`src/rtl/fifo_arb_pkg.sv`:
```
// fifo_arb_pkg
//   Shared types and default sizing for the FIFO write arbiter slice.
//   state_t     : arbiter FSM states (IDLE = arbitrate, BURST = stream beats)
//   *_DEFAULT   : default producer count, payload width and burst limit
//   ID_W        : producer index width for the default producer count
package fifo_arb_pkg;

    localparam int N_REQ_DEFAULT     = 4;
    localparam int DATA_W_DEFAULT    = 8;
    localparam int MAX_BURST_DEFAULT = 4;
    localparam int ID_W              = $clog2(N_REQ_DEFAULT);

    typedef enum logic [0:0] {
        IDLE  = 1'b0,
        BURST = 1'b1
    } state_t;

endpackage

```
`src/rtl/fifo_write_arbiter_rr_pick.sv`:
```
// rr_pick
//   Combinational round-robin search. Returns the first set bit of req,
//   searching start, start+1, ... wrapping modulo N.
//   Ports:
//     req    in   N    request vector
//     start  in   IW   index where the search begins
//     found  out  1    some request bit is set
//     idx    out  IW   chosen index (0 when found=0)
module rr_pick #(
    parameter int N  = 4,
    parameter int IW = $clog2(N)
) (
    input  logic [N-1:0]  req,
    input  logic [IW-1:0] start,
    output logic          found,
    output logic [IW-1:0] idx
);

    // Walk the offsets from farthest to nearest so the nearest valid
    // request (smallest offset from start) is the last one written.
    always_comb begin
        found = |req;
        idx   = '0;
        for (int k = N - 1; k >= 0; k--) begin
            if (req[(int'(start) + k) % N]) begin
                idx = IW'((int'(start) + k) % N);
            end
        end
    end

endmodule

```
`src/rtl/fifo_write_arbiter.sv`:
```
// fifo_write_arbiter
//   Shares the single write port of the 8-deep byte FIFO between N_REQ
//   producers using round-robin arbitration with bounded bursts. Every
//   burst is preceded by one arbitration cycle in IDLE. A write is only
//   issued when the FIFO is not full and no read is being accepted, since
//   the FIFO drops a write in a cycle where it accepts a read.
//
//   Optional build macro FIFO_ARB_PRIO_EN: producer 0 becomes urgent. It
//   wins arbitration whenever it is valid, its bursts are one beat long and
//   its grants leave the round-robin pointer where it was.
//
//   Ports:
//     clk            in   1              clock, rising edge
//     reset          in   1              synchronous, active-high
//     req_valid      in   N_REQ          per-producer data valid
//     req_data       in   N_REQ*DATA_W   producer i payload at [i*DATA_W +: DATA_W]
//     req_ready      out  N_REQ          per-producer accept (one-hot or zero)
//     fifo_full      in   1              FIFO full flag
//     fifo_empty     in   1              FIFO empty flag
//     fifo_read_en   in   1              consumer read enable into the FIFO
//     fifo_write_en  out  1              FIFO write enable
//     fifo_data      out  DATA_W         FIFO write data
//     grant_id       out  clog2(N_REQ)   granted producer, valid while busy
//     busy           out  1              high in BURST
module fifo_write_arbiter
    import fifo_arb_pkg::*;
#(
    parameter int N_REQ     = N_REQ_DEFAULT,
    parameter int DATA_W    = DATA_W_DEFAULT,
    parameter int MAX_BURST = MAX_BURST_DEFAULT
) (
    input  logic                      clk,
    input  logic                      reset,
    input  logic [N_REQ-1:0]          req_valid,
    input  logic [N_REQ*DATA_W-1:0]   req_data,
    output logic [N_REQ-1:0]          req_ready,
    input  logic                      fifo_full,
    input  logic                      fifo_empty,
    input  logic                      fifo_read_en,
    output logic                      fifo_write_en,
    output logic [DATA_W-1:0]         fifo_data,
    output logic [$clog2(N_REQ)-1:0]  grant_id,
    output logic                      busy
);

    localparam int GW = $clog2(N_REQ);

    state_t          state;
    logic [GW-1:0]   rr_ptr;
    logic [3:0]      beat_cnt;

    logic            wr_ok;
    logic            slot_open;
    logic            cur_valid;
    logic            beat;
    logic            urgent;
    logic [3:0]      burst_limit;
    logic            last_beat;
    logic            burst_done;
    logic            pick_found;
    logic [GW-1:0]   pick_idx;
    logic [GW-1:0]   arb_idx;
    logic [GW-1:0]   next_ptr;

    // A write is safe only when the FIFO has room and is not accepting a
    // read in the same cycle. Reset also closes the slot so a beat that
    // coincides with reset is never handed to the FIFO.
    assign wr_ok     = !fifo_full && !(fifo_read_en && !fifo_empty);
    assign busy      = (state == BURST);
    assign slot_open = busy && !reset && wr_ok;
    assign cur_valid = req_valid[grant_id];
    assign beat      = slot_open && cur_valid;

    assign fifo_write_en = beat;
    assign fifo_data     = req_data[32'(grant_id) * DATA_W +: DATA_W];

    // Only the granted producer sees ready, and only when a write can land.
    always_comb begin
        req_ready = '0;
        if (slot_open) begin
            req_ready[grant_id] = 1'b1;
        end
    end

    rr_pick #(
        .N  (N_REQ),
        .IW (GW)
    ) u_rr_pick (
        .req   (req_valid),
        .start (rr_ptr),
        .found (pick_found),
        .idx   (pick_idx)
    );

`ifdef FIFO_ARB_PRIO_EN
    assign urgent  = (grant_id == '0);
    assign arb_idx = req_valid[0] ? '0 : pick_idx;
`else
    assign urgent  = 1'b0;
    assign arb_idx = pick_idx;
`endif

    // A burst ends on the beat that reaches its limit, or when the granted
    // producer drops valid in a cycle without a beat. A stall (valid held,
    // slot closed) keeps the grant and does not consume burst budget.
    assign burst_limit = urgent ? 4'd1 : 4'(MAX_BURST);
    assign last_beat   = beat && ((beat_cnt + 4'd1) == burst_limit);
    assign burst_done  = last_beat || (!beat && !cur_valid);
    assign next_ptr    = (grant_id == GW'(N_REQ - 1)) ? '0 : grant_id + 1'b1;

    // Arbitration FSM. IDLE picks a producer when one is valid and a write
    // slot exists; BURST streams beats until the burst ends, then moves the
    // round-robin pointer past the producer just served.
    always_ff @(posedge clk) begin
        if (reset) begin
            state    <= IDLE;
            rr_ptr   <= '0;
            beat_cnt <= '0;
            grant_id <= '0;
        end else begin
            case (state)
                IDLE: begin
                    if (pick_found && wr_ok) begin
                        grant_id <= arb_idx;
                        beat_cnt <= '0;
                        state    <= BURST;
                    end
                end
                BURST: begin
                    if (beat) begin
                        beat_cnt <= beat_cnt + 4'd1;
                    end
                    if (burst_done) begin
                        state <= IDLE;
                        if (!urgent) begin
                            rr_ptr <= next_ptr;
                        end
                    end
                end
                default: state <= IDLE;
            endcase
        end
    end

endmodule
```
`config.mk`:
```
export PLATFORM = sky130hd
export DESIGN_NAME = fifo_write_arbiter
export DESIGN_NICKNAME = d
export VERILOG_FILES = /design/src/rtl/fifo_arb_pkg.sv /design/src/rtl/fifo_write_arbiter_rr_pick.sv /design/src/rtl/fifo_write_arbiter.sv
export SDC_FILE = /design/constraint.sdc
export NUM_CORES = 1
export LEC_CHECK = 0
export ABC_AREA = 0
export ABC_CLOCK_PERIOD_IN_PS = 2350
export CORE_UTILIZATION = 38
export DETAILED_ROUTE_END_ITERATION = 12
export PLACE_DENSITY = 0.85
export SYNTH_ARGS = -nofsm -noshare
export SYNTH_HDL_FRONTEND = slang
export SYNTH_HIERARCHICAL = 1
export SYNTH_SLANG_ARGS = --single-unit
```
`constraint.sdc`:
```
create_clock -name clk -period 2.35 [get_ports clk]
set_input_delay 0.235 -clock clk [delete_from_list [all_inputs] [get_ports clk]]
set_output_delay 0.235 -clock clk [all_outputs]
set_load 0.005 [all_outputs]
```
; Word level (Yosys, flattened, before mapping)
; Index checks and enable logic that the tools add are counted.
[word_totals]
ff_bits = 9
input_bits = 41
elab_cells = 74
ramBits = 0
latchBits = 0
rom_bits = 0
n_memories = 0
out_inout_bits = 16
[op_classes]
n_lt_le_gt_ge = 6
eq_ne = 4
div_mod_pow = 0
mux = 27
reduce_logical = 23
shifts = 1
n_bitwise = 4
add_sub_neg = 5
mul = 0
[ops]
columns = operator, count
row1 = $shiftx 32x6->8, 1
row2 = $lt 3x4->1 const B, 3
row3 = $mux 4, 3
row4 = $mux 1, 11
row5 = $bmux 1 s2, 5
row6 = $mux 2, 5
row7 = $logic_and 1x1->1, 9
row8 = $pmux 4 s2, 1
row9 = $logic_not 1->1, 6
row10 = $lt 2x3->1 const B, 2
row11 = $reduce_and 2->1, 3
row12 = $reduce_or 2->1, 3
row13 = $add 2x1->2 const B, 2
row14 = $add 2x2->2 const B, 2
row15 = $add 4x1->4 const B, 1
row16 = $eq 4x3->1 const B, 1
row17 = $reduce_or 4->1, 1
row18 = $and 1x1->1 const A, 3
row19 = $demux 1 s2, 1
row20 = $eq 2x2->1 const B, 1
row21 = $ge 2x1->1 const B, 1
row22 = $ne 2x1->1 const B, 1
row23 = $ne 2x2->1 const B, 1
row24 = $pmux 1 s2, 1
row25 = 2 further kinds, 2

; Logic depth before layout (Yosys ltp)
[depth]
word_depth = 11
ltp_mapped = 5
depth_no_buf = 5

; Modules after synthesis
; Netlist, hierarchy kept.
[modules_own_cells]
columns = mod, cells_per_inst, area_per_inst_um2, seq_area_each_um2, instances
row1 = fifo_write_arbiter, 72, 775.7, 180.2, 1
row2 = rr_pick, 13, 77.6, 0.0, 1

; Worst setup path after synthesis
; No wires, ideal clock.
[synth_path]
path_type = flip-flop to flip-flop
startpoint = register beat_cnt[0]
endpoint = register rr_ptr[0]
setup_ns = 0.121
setup_slack_ns = 0.739
synth_period_minus_slack_ns = 1.611
n_path_buf = 0
arrival_ns = 1.489
path_stages_with_launch = 6
t_required_ns = 2.229
cell_sequence = dfxtp_1 > ha_1 > or3b_1 > nor4b_2 > o21ai_2 > mux2_4
[synth_between]
elab_chain_cells = 5
[synth_rtl]
columns = element, line
row1 = from (decl), fifo_write_arbiter.sv:50  ; logic [3:0] beat_cnt;
row2 = from (signal assigned), fifo_write_arbiter.sv:131  ; beat_cnt <= beat_cnt + 4'd1;
row3 = $add 4x1->4, fifo_write_arbiter.sv:107  ; assign last_beat = beat && ((beat_cnt + 4'd1) == burst_limit);
row4 = $eq 4x3->1, fifo_write_arbiter.sv:107
row5 = $logic_and 1x1->1, fifo_write_arbiter.sv:107
row6 = $logic_or 1x1->1, fifo_write_arbiter.sv:108  ; assign burst_done = last_beat || (!beat && !cur_valid);
row7 = $reduce_and 2->1 (no source line), -
row8 = to (signal assigned), fifo_write_arbiter.sv:136  ; rr_ptr <= next_ptr;
row9 = to (decl), fifo_write_arbiter.sv:49  ; logic [GW-1:0] rr_ptr;
; No other way between the ends.
; A chain may end at the register's enable or synchronous reset.

; Worst setup path after layout
[layout_path]
startpoint = input req_valid[3]
endpoint = output fifo_write_en
[layout_between]
elab_chain_cells = 3
[layout_rtl]
columns = element, line
row1 = from (decl), fifo_write_arbiter.sv:34  ; input logic [N_REQ-1:0] req_valid,
row2 = $bmux 1 s2, fifo_write_arbiter.sv:71  ; assign cur_valid = req_valid[grant_id];
row3 = $mux 1 (implied by the code), fifo_write_arbiter.sv:71
row4 = $logic_and 1x1->1, fifo_write_arbiter.sv:72  ; assign beat = slot_open && cur_valid;
row5 = to (decl), fifo_write_arbiter.sv:40  ; output logic fifo_write_en,
; No other way between the ends. The select of a mux whose other input is x is not followed.

==> out/results.ini <==
[status]
status=completed

[power_and_ir_drop]
p_int_uw=353
power_frac_seq_pct=34.8
p_sw_uw=122
swShare_pct=25.7
p_comb_share_pct=39.6
pwr-share-clk_pct=25.6
power_leakage_uw=0.000569
ir_drop_mv=0.277
power.density_mw_per_mm2=316
totalPowerFinal_uw=474

[logic_synthesis]
synth-async-reset-ratio_pct=0
syn-num-nets=131
yosys.area.top_type=mux4_2
synth_edf_count=0
yosys.area.top_type_share_pct=23.8
synth_area_per_cell_um2=10.0
ys.flop_type=dfxtp_1
ys_seq_area_share_pct=21.1
synth_commonest_cells=dfxtp_1 (9), mux4_2 (9)
synth_area_um2=853
synth.area.top_cells=mux4_2 (24%), dfxtp_1 (21%), ha_1 (7.3%), nand2b_1 (4.4%), a31o_1 (3.1%)
ys_seq_elements=9
ys_types=33
syn-instance-count=85
yosys_warnings=6

[setup_path]
worstReg2RegEnd=rr_ptr[0]
end_kind=output port
reg2reg_depth=5
slowest_stage=mux4_2
critPathKind=input pin to output port
slowest_delay_ns=0.58
path_common_cell=clkdlybuf4s50_1
crit_start=req_valid[3]
cp_max_fo=8
r2r_start=beat_cnt[0]
crit_chain=clkdlybuf4s50_1 -> mux4_2 -> nand4b_4 -> inv_1 -> clkdlybuf4s50_1
cp.required_ns=2.12
startpoint_type=input pin
crit_arrival_ns=1.97
rrSetupSlack_ns=0.61

[place]
place_hpwl_um=2330
gp_congestion=0.790
place_ws_ns=0.123
portBuffers=56

[detailed_routing]
wl_per_cell_um=16.0
drc=0
vias=955
viasPerCell=5.49
dr.first_iter.drc_count=18
ant_nets=0
wl_um=2790
drt-pass1-iter-count=5

[global_route]
grt_max_degree=15
grt_remaining_overflow=0
grt_usage_pct=24.7
first_global_vias=941
antenna_found_initial=0
grt_pass1_wl_um=4510

[run]
drv_cap=0

[clock_network]
cts_max_level=1
clockRootBuffer=clkbuf_4
clk_pin_slew_ns=0.06
post_cts_resize_count=0
cts_tree=done
cts_buffer_depth=2
cts_buffers=3
clock-sinks=9
post_cts_buffers=0
hold_buffers=0
clk_latency_ns=0.26

[sta]
hold_violations=0
fin_crit_sh_pct=93.7
skew_ns=0.00218
post-route-min-period_ns=2.20
relSlewSlack_pct=77.8
tightest_slew_ns=0.333
rsz0062_at_grt=false
totalNegativeSetupSlack_ns=0
setup_ws_ns=0.148
slew_viol_final=0
max_freq_mhz=454
finalSetupViolations=0

[die]
row_count=16
die_x_um=49.4
die-height_um=49.4
ioPinCount=57
core-area_mm2=0.00204
die-area_mm2=0.00244
start_util_pct=41.8

[final_layout]
nNetsFinal=194
fillers=149
drive_above_1_share_pct=15.6
antenna_cells=0
syn_to_final_growth_pct=76.1

[hold_path]
min_path_type=register to register
holdPathEnd=beat_cnt[0]
min_from=beat_cnt[0]
min_path_cells=1

## worst max-delay path: cells and delay by family
kind	cells	cell delay, ns
buf+inv	3	0.96
mux	1	0.58
simple gates	1	0.18
## per-stage QoR
stage,hold WS (ns),area [um2],utilization (%),std cells
after global routing,0.528,1500,73.6,174
after CTS,0.500,1500,73.3,174
after floorplan,0.421,853,-,85
final,0.501,1500,73.6,174
after detailed placement,0.491,1470,72.1,170
after global placement,0.480,1470,72.1,170
## kinds of logic after synthesis
| group | Yosys count | synth area share (%) |
|---|---|---|
| fa+ha+maj | 5 | 7.33 |
| mux | 12 | 27.9 |
| buf+inv | 9 | 4.25 |
| compound gates | 12 | 10.4 |
| flops | 9 | 21.1 |
| xor+xnor | 1 | 1.03 |
| simple gates | 37 | 28.0 |
## flip-flops by register name, summed over array words and instances, names as in the netlist
signal    count
beat_cnt      4
busy          1
rr_ptr        2
grant_id      2
## area by class of cell
cell class              instances  area (um2)  area share (%)
inverters                       6        22.5            1.50
multi-input cells              67         642            42.7
flip-flops and latches          9         180            12.0
well taps                      27        33.8            2.25
repair buffers                 61         598            39.8
clock buffers                   4        26.3            1.75
## routing by layer
| metal | up-vias | part of all wire, % | wire length [um] | GRT usage (%) |
|---|---|---|---|---|
| met1 | 447 | 36 | 1010 | 25.1 |
| li1 | 445 | - | - | - |
| met2 | 61 | 55 | 1540 | 49.1 |
| met5 | - | 0 | 0 | 0 |
| met4 | 0 | 0.50 | 14 | 7.14 |
| met3 | 2 | 8.2 | 229 | 5.30 |
## power groups by stage
| stage | registers, uW | logic [uW] | clock network [uW] |
|---|---|---|---|
| after floorplan | 167 | 69.6 | 0 |
| after global placement | 168 | 182 | 0 |
| after detailed placement | 168 | 188 | 0 |
| after CTS | 165 | 188 | 126 |
| after global routing | 166 | 201 | 132 |
| final | 165 | 188 | 122 |
## cells in the final DEF, fill, tap and decap left out, types with 2 or more instances in the layout
cell type and instances:
a21oi_1 3, a31o_1 3, nand4b_1 2, nand2b_1 6, dfxtp_1 9, nand2_1 6, nor3_1 2, clkdlybuf4s50_1 56
mux4_2 9, and2_1 4, ha_1 5, buf_4 5, inv_1 6, mux2i_1 2, nor2_1 6, clkbuf_4 3
## worst max path at each step
| stage | endpoint | slack, ns | cells past startpoint |
|---|---|---|---|
| 5_1_grt | fifo_write_en | 0.08 | 5 |
| 2_1_floorplan | rr_ptr[0] | 0.74 | 5 |
| 6_report | fifo_write_en | 0.15 | 5 |
| 3_3_place_gp | fifo_write_en | 0.17 | 5 |
| 4_1_cts | req_ready[1] | 0.1 | 4 |
| 3_5_place_dp | req_ready[1] | 0.12 | 5 |
Note: power is estimated with default switching activity, not from simulation.
